`src/rtl/seg7_hex_decoder.sv`:
```
`timescale 1ns/1ps
`default_nettype none
// ============================================================================
// Module   : seg7_hex_decoder
// Purpose  : Readback monitor. It recovers hex nibbles from a multiplexed
//            active-low 7-segment bus, once each pattern has been stable.
//            Optional macro SEG7_ERR_CNT_EN adds err_count/err_clr.
// Revision : 1.0 - initial release
// ============================================================================
module seg7_hex_decoder #(
    parameter int NUM_DIGITS    = 6,
    parameter int STABLE_CYCLES = 4
) (
    input  logic                    clk,
    input  logic                    reset_n,
    input  logic [6:0]              seg_in,
    input  logic [2:0]              dig_sel,
    input  logic                    sample_en,
`ifdef SEG7_ERR_CNT_EN
    input  logic                    err_clr,
    output logic [7:0]              err_count,
`endif
    output logic [4*NUM_DIGITS-1:0] data_out,
    output logic [NUM_DIGITS-1:0]   digit_valid,
    output logic                    upd,
    output logic [2:0]              upd_digit,
    output logic                    err
);

    localparam int               CNT_W        = $clog2(STABLE_CYCLES + 1);
    localparam logic [CNT_W-1:0] c_STABLE     = STABLE_CYCLES[CNT_W-1:0];
    localparam logic [3:0]       c_NUM_DIG    = NUM_DIGITS[3:0];

    typedef enum logic [1:0] {
        S_IDLE    = 2'd0,
        S_QUALIFY = 2'd1,
        S_LOCKED  = 2'd2
    } state_t;

    state_t                  r_state, w_next;
    logic [CNT_W-1:0]        r_cnt, w_cnt_nxt, w_cnt_inc;
    logic                    r_smp_en;
    logic [2:0]              r_sel, r_prev_sel;
    logic [6:0]              r_seg, r_prev_seg;
    logic                    w_qual, w_same, w_accept;
    logic [3:0]              w_nib;
    logic                    w_legal, w_blank;
    logic [4*NUM_DIGITS-1:0] r_data;
    logic [NUM_DIGITS-1:0]   r_valid;
    logic                    r_upd, r_err;
    logic [2:0]              r_upd_digit;

    assign w_qual    = r_smp_en && ({1'b0, r_sel} < c_NUM_DIG);
    assign w_same    = (r_sel == r_prev_sel) && (r_seg == r_prev_seg);
    assign w_cnt_inc = r_cnt + 1'b1;

    always_ff @(posedge clk or negedge reset_n) begin
        if (!reset_n) begin
            r_smp_en   <= 1'b0;
            r_sel      <= 3'd0;
            r_seg      <= 7'd0;
            r_prev_sel <= 3'd0;
            r_prev_seg <= 7'd0;
            r_state    <= S_IDLE;
            r_cnt      <= '0;
        end else begin
            r_smp_en   <= sample_en;
            r_sel      <= dig_sel;
            r_seg      <= seg_in;
            r_prev_sel <= r_sel;
            r_prev_seg <= r_seg;
            r_state    <= w_next;
            r_cnt      <= w_cnt_nxt;
        end
    end

    // A new pattern always restarts at count 1; with STABLE_CYCLES==1 that
    // first sample is already enough to accept.
    always_comb begin
        w_next    = r_state;
        w_cnt_nxt = r_cnt;
        w_accept  = 1'b0;
        if (!w_qual) begin
            w_next    = S_IDLE;
            w_cnt_nxt = '0;
        end else if (r_state == S_IDLE || !w_same) begin
            w_cnt_nxt = {{(CNT_W-1){1'b0}}, 1'b1};
            if (c_STABLE == {{(CNT_W-1){1'b0}}, 1'b1}) begin
                w_accept = 1'b1;
                w_next   = S_LOCKED;
            end else begin
                w_next   = S_QUALIFY;
            end
        end else if (r_state == S_QUALIFY) begin
            w_cnt_nxt = w_cnt_inc;
            if (w_cnt_inc == c_STABLE) begin
                w_accept = 1'b1;
                w_next   = S_LOCKED;
            end
        end
    end

    always_comb begin
        w_nib   = 4'h0;
        w_legal = 1'b1;
        w_blank = 1'b0;
        case (r_seg)
            7'h40:   w_nib = 4'h0;
            7'h79:   w_nib = 4'h1;
            7'h24:   w_nib = 4'h2;
            7'h30:   w_nib = 4'h3;
            7'h19:   w_nib = 4'h4;
            7'h12:   w_nib = 4'h5;
            7'h02:   w_nib = 4'h6;
            7'h78:   w_nib = 4'h7;
            7'h00:   w_nib = 4'h8;
            7'h10:   w_nib = 4'h9;
            7'h08:   w_nib = 4'hA;
            7'h03:   w_nib = 4'hB;
            7'h46:   w_nib = 4'hC;
            7'h21:   w_nib = 4'hD;
            7'h06:   w_nib = 4'hE;
            7'h0E:   w_nib = 4'hF;
            7'h7F: begin
                w_legal = 1'b0;
                w_blank = 1'b1;
            end
            default: w_legal = 1'b0;
        endcase
    end

    always_ff @(posedge clk or negedge reset_n) begin
        if (!reset_n) begin
            r_data      <= '0;
            r_valid     <= '0;
            r_upd       <= 1'b0;
            r_err       <= 1'b0;
            r_upd_digit <= 3'd0;
        end else begin
            r_upd <= 1'b0;
            r_err <= 1'b0;
            if (w_accept) begin
                r_upd_digit <= r_sel;
                r_upd       <= w_legal || w_blank;
                r_err       <= !(w_legal || w_blank);
                for (int i = 0; i < NUM_DIGITS; i++) begin
                    if (r_sel == 3'(i)) begin
                        if (w_legal) begin
                            r_data[4*i +: 4] <= w_nib;
                            r_valid[i]       <= 1'b1;
                        end else if (w_blank) begin
                            r_valid[i]       <= 1'b0;
                        end
                    end
                end
            end
        end
    end

`ifdef SEG7_ERR_CNT_EN
    logic [7:0] r_err_count;

    always_ff @(posedge clk or negedge reset_n) begin
        if (!reset_n) begin
            r_err_count <= 8'd0;
        end else if (err_clr) begin
            r_err_count <= 8'd0;
        end else if (w_accept && !w_legal && !w_blank && r_err_count != 8'hFF) begin
            r_err_count <= r_err_count + 8'd1;
        end
    end

    assign err_count = r_err_count;
`endif

    assign data_out    = r_data;
    assign digit_valid = r_valid;
    assign upd         = r_upd;
    assign err         = r_err;
    assign upd_digit   = r_upd_digit;

endmodule
`default_nettype wire

```
`config.mk`:
```
export PLATFORM = sky130hd
export DESIGN_NAME = seg7_hex_decoder
export DESIGN_NICKNAME = d
export VERILOG_FILES = /design/src/rtl/seg7_hex_decoder.sv
export SDC_FILE = /design/constraint.sdc
export NUM_CORES = 1
export LEC_CHECK = 0
export ABC_AREA = 1
export CAP_MARGIN = 20
export CORE_UTILIZATION = 50
export DETAILED_ROUTE_END_ITERATION = 7
export GPL_ROUTABILITY_DRIVEN = 0
export PLACE_DENSITY = 0.8
export SLEW_MARGIN = 20
export SYNTH_ARGS = -nofsm -noshare
export SYNTH_HDL_FRONTEND = slang
export SYNTH_SLANG_ARGS = --single-unit
```
`constraint.sdc`:
```
create_clock -name clk -period 2.2 [get_ports clk]
set_clock_uncertainty 0.15 [all_clocks]
set_input_delay 0.66 -clock clk [delete_from_list [all_inputs] [get_ports clk]]
set_output_delay 0.66 -clock clk [all_outputs]
set_load 0.02 [all_outputs]
```
==> metrics.md <==
| Metric | Value |
|---|---|
| Tot GR Track Use | 0.2276 |
| Number of clock sinks | 61 |
| Wire per inst | 12.43 um |
| Area used by multi-input combinational logic | 1166 sq um |
| Share of Yosys cell area claimed by the top area cell type | 0.5300 |
| Overall via count from detail_route | 2472 |
| H-tree depth | 3 |
| Fraction of final layout cells with drive strength greater than 1 | 0.1130 |
| Largest area contributor in the netlist | sky130_fd_sc_hd__dfrtp_1 |
| Number of I/O pins | 48 |
| Number of buffers and inverters on the critical path | 1 |
| Max-cap check violation count | 0 |
| Number of inserted diodes | 0 |
| Pwr dens | 646.3 nW/um^2 |
| Share of async-settable or async-resettable flops after synthesis | 1.000 |
| Critical Path Fanout Max | 2 |
| Critical path startpoint | data_out[3] |
| Number of nets produced by synthesis | 365 |
| Ratio of routed vias to standard cells | 5.066 |
| Root buffer cell | sky130_fd_sc_hd__clkbuf_8 |
| Crit share post-route | 0.9722 |
| Area of the core region | 5540 sq um |
| Vias in the first global route | 2239 |
| Static Leakage | 0.001885 uW |
| Overflow left after global routing | 0 |
| Worst-skew pair later-pin latency | 0.34 ns |
| Critical path data required time | 1.39 ns |
| Synth cell types | 25 |
| Worst Path Arrival | 1.33 ns |
| Wire length reported by the detailed router | 6067 um |
| Result of the run | completed |
| FILL cells | 452 |
| Final net count | 426 |
| Count of cells along the worst register-to-register path | 12 |
| Input/output buffers | 47 |
| Slew at the pin closest to its max-slew limit | 0.6396 ns |
| Height of the chip | 77.90 um |
| Final critical path time including I/O delays and setup | 2.139 ns |
| Largest cells by area after synthesis | sky130_fd_sc_hd__dfrtp_1, sky130_fd_sc_hd__nand2_1, sky130_fd_sc_hd__nand4_1 |
| Number of logic stages on the critical path including buffering | 1 |
| Final HPWL DP | 4408 um |
| Number of synthesized flops with an enable pin | 0 |
| Clk slew on worst S/H paths | 0.07 ns |
| Area of the die | 6068 sq um |
| Reg area | 1528 sq um |
| Maximum resistive drop on vdd | 0.4832 mV |
| Mapped Cells | 350 |
| TritonCTS clock tree | built |
| Relative slew slack | 0.5703 |
| Reg2reg start | r_sel[0] |
| Hold-fix buffer count after cts | 0 |
| Highest cell delay on the worst timing path | 0.62 ns |
| Total of flip-flops plus latches after synthesis | 61 |
| Max Buffers Root-to-Sink | 2 |
| Aggregate negative setup slack | 0 ns |
| Area growth from synthesis to layout | 28.71% |
| Sequential area share after synthesis | 0.5300 |
| First-pass GRT wire length | 10410 um |
| Maximum operating frequency | 0.4676 GHz |
| Post-synthesis instance area | 2880 sq um |
| Unrepaired setup endpoints after global routing | false |
| Critical-path top delay cell | sky130_fd_sc_hd__clkdlybuf4s50_1 |
| Mean area per synthesized cell | 8.229 sq um |
| Remaining design rule violation count | 0 |
| Cell Chain, Critical Path | clkdlybuf4s50_1 |
| Final number of setup-violating endpoints | 0 |
| Number of iterations in the first detailed-routing pass | 4 |
| Final-report max-slew violation count | 0 |
| Number of non-filler instances in the completed layout | 488 |
| Cell Count Post-Placement | 472 |
| 1st-iter DRT viols | 126 |
| Gate family responsible for the most delay along the worst path | buffers and inverters |
| Number of clock buffers inserted by TritonCTS | 9 |
| Path type of the worst setup path | reg2out |
| Critical path startpoint category | flop |
| Crit path capture type | primary output |
| Post-DRT Antenna Nets | 0 |
| HP Class | in2async |
| Final hold violation count | 0 |
| Die Width | 77.90 um |
| Largest net degree at the start of global routing | 33 |
| Most common flop cell mapped by yosys | sky130_fd_sc_hd__dfrtp_1 |
| Number of antenna violations at the first check in global routing | 0 |
| Yosys warns | 0 |
| Count of standard-cell rows | 27 |
| Starting density of the core | 0.5199 |
==> final timing paths <==
path / end / slack [ns]
worst max-delay path: data_out[3] / 0.06
worst max register to register: data_out[11] / 0.18
worst min register to register: data_out[23] / 0.32
worst min-delay path: digit_valid[3] / 0.1
min in group clk: data_out[23] / 0.32
max in group asynchronous: r_seg[6] / 1.24
==> through the flow <==
stage	hold slack [ns]	setup WS, ns	power [uW]	util	cell area, sq um
2_1_floorplan	0.1987	0.3911	1284	-	2880
3_3_place_gp	0.3084	0.2482	1361	0.6303	3492
3_5_place_dp	0.3114	0.1558	1367	0.6303	3492
4_1_cts	0.1036	0.04568	2419	0.6676	3699
5_1_grt	0.1165	0.003290	2505	0.6692	3707
6_report	0.09785	0.06125	2396	0.6692	3707
==> cells by family after synthesis <==
family / count (synthesis) / share of synthesized area
AOI/OAI and AO/OA: 12 / 0.02085
xor gates and xnor gates: 2 / 0.006083
adders and majority gates: 2 / 0.008687
buffers and inverters: 43 / 0.06776
DFF: 61 / 0.5300
and+or+nand+nor: 230 / 0.3666
==> cell type report <==
class,instances,share of cell area
repair buffers,58,0.1579
clock inverters,5,0.02025
well taps,72,0.02430
multi-input cells,246,0.3145
inverters,35,0.03544
flip-flops and latches,61,0.4121
clock buffers,11,0.03544
==> Yosys cell counts (2+ instances only) <==
library cell	n
sky130_fd_sc_hd__buf_2	3
sky130_fd_sc_hd__nor3_1	9
sky130_fd_sc_hd__inv_1	28
sky130_fd_sc_hd__a21oi_1	6
sky130_fd_sc_hd__nand4_1	27
sky130_fd_sc_hd__nor2_1	38
sky130_fd_sc_hd__dfrtp_1	61
sky130_fd_sc_hd__nand3_1	15
sky130_fd_sc_hd__o21ai_0	3
sky130_fd_sc_hd__nand3_2	3
sky130_fd_sc_hd__o21ai_1	3
sky130_fd_sc_hd__buf_4	3
sky130_fd_sc_hd__nand2_1	128
sky130_fd_sc_hd__inv_2	7
sky130_fd_sc_hd__nor2_2	2
sky130_fd_sc_hd__nand3_4	4
sky130_fd_sc_hd__ha_1	2
==> where the power goes <==
| part | switching (uW) | internal [uW] |
|---|---|---|
| sequential | 26.4 | 1140 |
| combinational | 113 | 63.5 |
| clock | 417 | 632 |
| total | 556 | 1840 |
==> per-layer routing <==
| layer | track usage | part of all wire |
|---|---|---|
| met1 | 0.2897 | 0.43 |
| met3 | 0.07647 | 0.067 |
| met5 | 0 | 0 |
| met2 | 0.3619 | 0.49 |
| met4 | 0.08148 | 0.010 |
==> what timing repair did <==
item / CTS / global route
hold endpoints to repair: 0 / 0
buffers inserted: 0 / 0
setup endpoints to repair: 0 / 12
gates resized for setup: 0 / 3
==> cells in the final DEF, fill, tap and decap left out <==
cell type                           n
sky130_fd_sc_hd__a21oi_1            6
sky130_fd_sc_hd__and2_1             1
sky130_fd_sc_hd__buf_12             3
sky130_fd_sc_hd__buf_2              1
sky130_fd_sc_hd__buf_4              8
sky130_fd_sc_hd__bufinv_16          2
sky130_fd_sc_hd__clkbuf_1           2
sky130_fd_sc_hd__clkbuf_8           9
sky130_fd_sc_hd__clkdlybuf4s50_1   46
sky130_fd_sc_hd__clkinv_2           3
sky130_fd_sc_hd__dfrtp_1           60
sky130_fd_sc_hd__dfrtp_2            1
sky130_fd_sc_hd__ha_1               2
sky130_fd_sc_hd__inv_1             28
sky130_fd_sc_hd__inv_2              7
sky130_fd_sc_hd__nand2_1          128
sky130_fd_sc_hd__nand3_1           14
sky130_fd_sc_hd__nand3_2            4
sky130_fd_sc_hd__nand3_4            4
sky130_fd_sc_hd__nand4_1           27
sky130_fd_sc_hd__nor2_1            37
sky130_fd_sc_hd__nor2_2             3
sky130_fd_sc_hd__nor2_4             1
sky130_fd_sc_hd__nor3_1             9
sky130_fd_sc_hd__nor3b_1            1
sky130_fd_sc_hd__o21ai_0            3
sky130_fd_sc_hd__o21ai_1            3
sky130_fd_sc_hd__or2_2              1
sky130_fd_sc_hd__xnor2_1            1
sky130_fd_sc_hd__xor2_1             1
==> state kept, by name, indices dropped and copies added, names as in the netlist, 2 cells and up <==
signal	flops
data_out	24
digit_valid	6
r_cnt	3
r_prev_seg	7
r_prev_sel	3
r_seg	7
r_sel	3
r_state	2
upd_digit	3
Note: power is estimated with default switching activity, not from simulation.
